`config.mk`:
```
export PLATFORM = sky130hd
export DESIGN_NAME = jtframe_sdram64_sched
export DESIGN_NICKNAME = d
export VERILOG_FILES = /design/src/rtl/jtframe_sdram64_sched.sv
export SDC_FILE = /design/constraint.sdc
export NUM_CORES = 1
export LEC_CHECK = 0
export BUFFER_PORTS_ARGS = -buffer_cell sky130_fd_sc_hd__clkbuf_2
export CAP_MARGIN = 20
export CORE_MARGIN = 1
export CORE_UTILIZATION = 30
export CTS_CLUSTER_DIAMETER = 40
export CTS_CLUSTER_SIZE = 30
export DETAILED_ROUTE_END_ITERATION = 10
export PLACE_DENSITY_LB_ADDON = 0.3
export SLEW_MARGIN = 20
export SYNTH_ARGS = -nofsm -noshare
export SYNTH_HDL_FRONTEND = slang
export SYNTH_SLANG_ARGS = --single-unit
export TNS_END_PERCENT = 50
```
`constraint.sdc`:
```
create_clock -name clk -period 2.9 [get_ports clk]
set_input_delay 0.435 -clock clk [delete_from_list [all_inputs] [get_ports clk]]
set_output_delay 0.435 -clock clk [all_outputs]
set_load 0.005 [all_outputs]
```
`src/rtl/jtframe_sdram64_sched.sv`:
```
// Command-bus scheduler for the four-bank SDRAM controller: rotating-priority grant,
// registered pin mux and periodic auto-refresh sequencing.
module jtframe_sdram64_sched #(
    parameter int unsigned RFSH_PER = 750,
    parameter int unsigned TRP      = 2,
    parameter int unsigned TRFC     = 7
) (
    input  logic        rst,
    input  logic        clk,
    input  logic        rfsh_en,
    input  logic [3:0]  br,
    output logic [3:0]  bg,
    input  logic [15:0] bank_cmd,
    input  logic [51:0] bank_a,
    input  logic [3:0]  bank_idle,
    output logic        help,
    output logic        set_prech,
    output logic        rfsh_busy,
    output logic [3:0]  sdram_cmd,
    output logic [12:0] sdram_a,
    output logic [1:0]  sdram_ba
);
    localparam int unsigned CW   = $clog2(RFSH_PER + 1);
    localparam int unsigned WMAX = (TRP > TRFC) ? TRP : TRFC;
    localparam int unsigned WW   = $clog2(WMAX + 1);

    localparam logic [3:0] CMD_NOP   = 4'b0111;
    localparam logic [3:0] CMD_PRECH = 4'b0010;
    localparam logic [3:0] CMD_REF   = 4'b0001;

    typedef enum logic [2:0] {StIdle, StDrain, StPrech, StPwait, StRef, StRwait} state_t;

    state_t        state_q, state_d;
    logic [CW-1:0] cnt_q, cnt_d;
    logic [1:0]    pend_q, pend_d;
    logic [WW-1:0] wait_q, wait_d;
    logic [1:0]    last_q, last_d;
    logic [3:0]    cmd_d;
    logic [12:0]   a_d;
    logic [1:0]    ba_d;

    logic          gnt_any;
    logic [1:0]    gnt_idx;
    logic [1:0]    idx;
    logic [3:0]    cmd_sel;
    logic [12:0]   a_sel;
    logic          expire;
    logic          dec;

    // Rotating search starting after the last granted bank; k = 4 wraps back to last itself.
    always_comb begin
        gnt_any = 1'b0;
        gnt_idx = last_q;
        idx     = last_q;
        if (!rst && (state_q == StIdle || state_q == StDrain)) begin
            for (int k = 1; k <= 4; k++) begin
                idx = last_q + 2'(k);
                if (!gnt_any && br[idx]) begin
                    gnt_any = 1'b1;
                    gnt_idx = idx;
                end
            end
        end
        bg = gnt_any ? (4'b0001 << gnt_idx) : 4'b0000;
    end

    always_comb begin
        cmd_sel = bank_cmd[3:0];
        a_sel   = bank_a[12:0];
        for (int i = 0; i < 4; i++) begin
            if (gnt_idx == 2'(i)) begin
                cmd_sel = bank_cmd[i*4 +: 4];
                a_sel   = bank_a[i*13 +: 13];
            end
        end
    end

    always_comb begin
        state_d = state_q;
        cnt_d   = cnt_q;
        pend_d  = pend_q;
        wait_d  = wait_q;
        last_d  = last_q;
        cmd_d   = CMD_NOP;
        a_d     = sdram_a;
        ba_d    = sdram_ba;
        expire  = rfsh_en && (cnt_q == CW'(RFSH_PER - 1));
        dec     = (state_q == StRef);

        if (rfsh_en) cnt_d = expire ? '0 : cnt_q + 1'b1;

        // Expiry and REF decrement in the same cycle cancel out.
        if (expire && !dec && pend_q != 2'd3) pend_d = pend_q + 2'd1;
        else if (!expire && dec)              pend_d = pend_q - 2'd1;

        if (gnt_any) begin
            last_d = gnt_idx;
            cmd_d  = cmd_sel;
            a_d    = a_sel;
            ba_d   = gnt_idx;
        end

        unique case (state_q)
            StIdle:  if (pend_q != 2'd0) state_d = StDrain;
            StDrain: if (bank_idle == 4'hF && br == 4'h0) state_d = StPrech;
            StPrech: begin
                cmd_d   = CMD_PRECH;
                a_d     = 13'h0400;
                wait_d  = WW'(TRP - 1);
                state_d = StPwait;
            end
            StPwait: begin
                if (wait_q == '0) state_d = StRef;
                else              wait_d  = wait_q - 1'b1;
            end
            StRef: begin
                cmd_d   = CMD_REF;
                wait_d  = WW'(TRFC - 1);
                state_d = StRwait;
            end
            StRwait: begin
                if (wait_q == '0) state_d = (pend_q != 2'd0) ? StRef : StIdle;
                else              wait_d  = wait_q - 1'b1;
            end
            default: state_d = StIdle;
        endcase
    end

    always_ff @(posedge clk or posedge rst) begin
        if (rst) begin
            state_q   <= StIdle;
            cnt_q     <= '0;
            pend_q    <= 2'd0;
            wait_q    <= '0;
            last_q    <= 2'd3;
            sdram_cmd <= CMD_NOP;
            sdram_a   <= 13'h0;
            sdram_ba  <= 2'd0;
        end else begin
            state_q   <= state_d;
            cnt_q     <= cnt_d;
            pend_q    <= pend_d;
            wait_q    <= wait_d;
            last_q    <= last_d;
            sdram_cmd <= cmd_d;
            sdram_a   <= a_d;
            sdram_ba  <= ba_d;
        end
    end

    assign help      = (state_q != StIdle);
    assign rfsh_busy = (state_q != StIdle);
    assign set_prech = (state_q == StPrech);

endmodule
```
Word level (Yosys, flattened, before mapping)
Cells that the tools add are included.
- add/subtract/negate cells: 7
- reduce and logical (&&, ||, !) cells: 27
- muxes and demuxes: 43
- shift operators: 1
- equality and inequality tests: 16
- $lt $le $gt $ge: 4
- operators by type and width (cell ; number):
    $mux 13 ; 5
    $mux 4 ; 5
    $mux 3 ; 6
    $pmux 3 s6 ; 1
    $mux 2 ; 7
    $lt 2x3->1 const B ; 4
    $mux 1 ; 12
    $add 10x1->10 const B ; 1
    $eq 10x10->1 const B ; 1
    $mux 10 ; 1
    $logic_and 1x1->1 ; 9
    $pmux 3 s3 ; 1
    $bmux 1 s2 ; 4
    $ne 2x2->1 const B ; 4
    $pmux 4 s2 ; 1
    $eq 3x2->1 const B ; 2
    $eq 3x3->1 const B ; 2
    $logic_not 1->1 ; 6
    $logic_not 3->1 ; 2
    $reduce_bool 2->1 ; 3
    $reduce_bool 3->1 ; 2
    $add 2x1->2 const B ; 2
    $add 2x2->2 const B ; 2
    $eq 2x2->1 const B ; 2
    other kinds (12) ; 13
- logic and storage cells: 106
- input port bits: 79
- bits in registers: 39
- output and inout port bits: 26

Depth between registers and ports, before layout
- depth after elaboration: 23
- mapped depth: 10

Worst setup path before layout
OpenSTA, ideal clock, no wires.
- kind: input port to output port
- start point: input br[3]
- end point: output bg[1]
- arrival time: 2.032 ns
- stages on the path: 9
- path buffers: 3
- data required time: 2.465 ns
- slack: 0.433 ns
- path through: buf_2 -> or3b_1 -> a21oi_2 -> o21bai_2 -> and4_4 -> or3_1 -> buf_6 -> buf_8 -> nor2_1
- longest elaborated chain between the ends: 18
- elaborated cells on any way between the ends: 29
- those cells by class: shift: 1; mux: 22; reduce/logical: 6
- RTL lines (element ; line ; RTL):
    start: declaration ; 11 ; input logic [3:0] br,
    $bmux 1 s2 ; 58 ; if (!gnt_any && br[idx]) begin
    $mux 1 (not written as such) ; 58 ;
    $mux 1 ; 58 ;
    $mux 1 ; 55 ; if (!rst && (state_q == StIdle || state_q == StDrain)) begin
    $logic_not 1->1 ; 58 ;
    $logic_and 1x1->1 ; 58 ;
    $mux 1 ; 58 ;
    $mux 1 ; 55 ;
    [2 not listed] ; n/a ;
    $mux 1 ; 58 ;
    $mux 1 ; 55 ;
    $logic_not 1->1 ; 58 ;
    $logic_and 1x1->1 ; 58 ;
    $mux 2 ; 58 ;
    $mux 2 ; 55 ;
    $shl 1x2->4 ; 64 ; bg = gnt_any ? (4'b0001 << gnt_idx) : 4'b0000;
    $mux 4 * ; 64 ;
    end: declaration ; 12 ; output logic [3:0] bg,
Every way passes the cells marked *; elsewhere a longest branch is shown, timed or not. The select of a mux whose other input is x is not followed.

Worst setup path after layout
- start point: register last_q[1]
- end point: output bg[1]
- longest elaborated chain between the ends: 19
- elaborated cells on any way between the ends: 32
- those cells by class: add/sub: 3; shift: 1; mux: 22; reduce/logical: 6
- RTL lines (element ; line ; RTL):
    start: declaration ; 37 ; logic [1:0] last_q, last_d;
    start signal: assignment ; 144 ; last_q <= last_d;
    $add 2x1->2 ; 57 ; idx = last_q + 2'(k);
    $bmux 1 s2 ; 58 ;
    $mux 1 (not written as such) ; 58 ;
    $mux 1 ; 58 ;
    $mux 1 ; 55 ;
    $logic_not 1->1 ; 58 ;
    $logic_and 1x1->1 ; 58 ;
    $mux 1 ; 58 ;
    [3 not listed] ; n/a ;
    $mux 1 ; 58 ;
    $mux 1 ; 55 ;
    $logic_not 1->1 ; 58 ;
    $logic_and 1x1->1 ; 58 ;
    $mux 2 ; 58 ;
    $mux 2 ; 55 ;
    $shl 1x2->4 ; 64 ;
    $mux 4 * ; 64 ;
Marked as above.

==> flow_metrics.tcl <==
set metrics [dict create \
    dieWidth_um 92.6 \
    numPortBuffers 104 \
    syn_area_per_cell_sq_um 9.70 \
    skew_ps 9.10 \
    maxCapViolations 0 \
    hold_violations 0 \
    yosys_warnings 0 \
    final.setup.worst_slack_ps 130 \
    hp-class "in -> async" \
    rr_startpoint "last_q[1]" \
    dpl-instance-area_sq_um 3140 \
    row_count 32 \
    ant_nets 0 \
    antenna_found_initial 0 \
    dp.cells 458 \
    syn2layout_area_growth_pct 32.3 \
    crit_path_start_kind "register" \
    place.gp.congestion 0.801 \
    grt_max_degree 40 \
    fp.dieH_um 92.6 \
    finalSetupViolCount 0 \
    tightest_slew_ps 499 \
    grt_pass1_vias 2202 \
    rsz0062_at_grt "false" \
    htree_levels 2 \
    start_util_pct 31.4 \
    nNetsFinal 446 \
    fin_cells 466 \
    cts.path.max_buffers 2 \
    clkSinkCount 39 \
    whs_ps 246 \
    dp_slack_ps 202 \
    status "completed" \
    grt_pass1_wl_um 9780 \
    synth_area_sq_um 2460 \
    route.detailed.drc 0 \
    synth_nets 337 \
    ir_worst_vdd_v 0.000259 \
    cp.required_ps 2470 \
    ios 105 \
    overflow 0 \
    relSlewSlack_pct 66.7 \
    clkTransAtPathRegs_ps 80 \
    final_cell_mix "104 x clkbuf_2, 34 x dfrtp_1, 25 x mux2i_1" \
    die-area_sq_um 8580 \
    total_power_mw 2.25 \
    track_usage_pct 14.4 \
    path_max_fanout 12 \
    cp-startpoint "last_q[1]" \
    cts_root_buf "clkbuf_8" \
    fin_area_sq_um 3260 \
    routedWlPerCell_um 13.2 \
    yosys_most_used_dff "dfrtp_1" \
    vias 2284 \
    crit_path_end_kind "primary output" \
    ys_ff_latch 39 \
    p_leak_nw 1.66 \
    utilization_pct 41.6 \
    clk_latency_ps 300 \
    synth_cell_types 48 \
    fin_crit_ps 2770 \
    post-route-period-util_pct 95.5 \
    synth_edf_count 0 \
    dr.pass1.iters 4 \
    layout-drive-gt1-share_pct 41.8 \
    hpwl_um 4770 \
    synthArstFlopShare_pct 100 \
    initialDrtViolationCount 51 \
    p_per_area_nw_per_um2 690 \
    hold_buffers 0 \
    wirelength_um 6160 \
    cts-buffers-inserted 5 \
    critical_path_class "reg -> out" \
    mostFrequentLayoutCell "clkbuf_2" \
    cts_tree "yes" \
    slew_viol_final 0 \
    core_sq_um 7850 \
    fmax_mhz 361 \
    viasPerCell 4.90 \
    tns_ps 0 \
    ys_seq_area_share_pct 39.8 \
    critPathArrivalTime_ps 2330 \
    syn_inst 254 \
    num_antenna_cells 0 \
]
==> critical path: stages, from the launching register on <==
cell	delay, ps
dfstp_2	640
nor2b_1	200
and4bb_2	250
o21bai_2	110
and4_4	190
or3_4	410
nor2_1	110
clkbuf_2	120
==> kinds of logic (layout without fill, tap and decap cells) <==
group | after synthesis | in the layout | share of synthesized area [%]
buf+inv | 25 | 135 | 5.99
compound gates | 65 | 65 | 17.8
mux | 34 | 34 | 14.7
flops | 39 | 39 | 39.8
simple gates | 79 | 79 | 16.8
fa+ha+maj | 4 | 4 | 2.03
xor+xnor | 8 | 8 | 2.84
==> worst paths after layout <==
check	to	slack, ps	cells after the start
worst max-delay path	bg[1]	130	7
max in group asynchronous	sdram_cmd[1]	2270	3
min in group clk	sdram_a[6]	410	3
worst max register to register	sdram_cmd[3]	570	7
worst min register to register	sdram_a[4]	500	2
worst min-delay path	state_q[2]	250	3
==> layer usage <==
metal | part of all wire, % | vias up | wire length, um | track usage (%)
met2 | 50 | 69 | 3080 | 25.7
met5 | 0 | - | 0 | 0
met4 | 0.71 | 0 | 44 | 3.46
met3 | 6.7 | 4 | 415 | 4.11
li1 | - | 1135 | - | -
met1 | 43 | 1076 | 2620 | 17.0
==> registers in the layout, summed over array words and instances, names as in the netlist <==
signal,count
sdram_a,13
cnt_q,10
sdram_cmd,4
state_q,3
wait_q,3
last_q,2
pend_q,2
sdram_ba,2
==> cell usage after synthesis, types with 4 or more instances <==
master,number,share of area (%)
o22ai_1,5,1.3
nor2_1,20,3.0
inv_1,9,1.4
mux2_2,8,3.7
a21oi_1,11,2.2
a2bb2oi_1,13,4.6
xor2_1,6,2.1
buf_6,4,1.8
buf_2,4,0.81
nand2_1,18,2.7
dfstp_2,5,5.3
nor3_1,5,1.0
o21ai_1,5,1.0
nand2b_1,8,2.0
nor2b_1,5,1.3
mux2i_1,25,10
clkbuf_1,5,0.76
nand4_1,4,1.0
o21ai_0,14,2.8
ha_1,4,2.0
dfrtp_1,34,35
==> layout make-up <==
cell class / instances / area, sq um
clock buffers: 6 / 82.6
clock inverters: 2 / 35.0
fillers: 819 / 4590
inverters: 9 / 33.8
multi-input cells: 190 / 1360
flip-flops and latches: 39 / 982
well taps: 102 / 128
repair buffers: 118 / 638
==> power by group <==
group / total [mW] / internal, mW / switching [mW]
clock: 0.478 / 0.279 / 0.200
sequential: 0.841 / 0.725 / 0.116
combinational: 0.933 / 0.494 / 0.439
==> timing repair <==
| action | CTS | global route |
|---|---|---|
| resized for setup | 0 | 3 |
| setup endpoints to repair | 0 | 4 |
| setup buffers | 0 | 0 |
No activity file was read; power rests on OpenSTA's default activity.
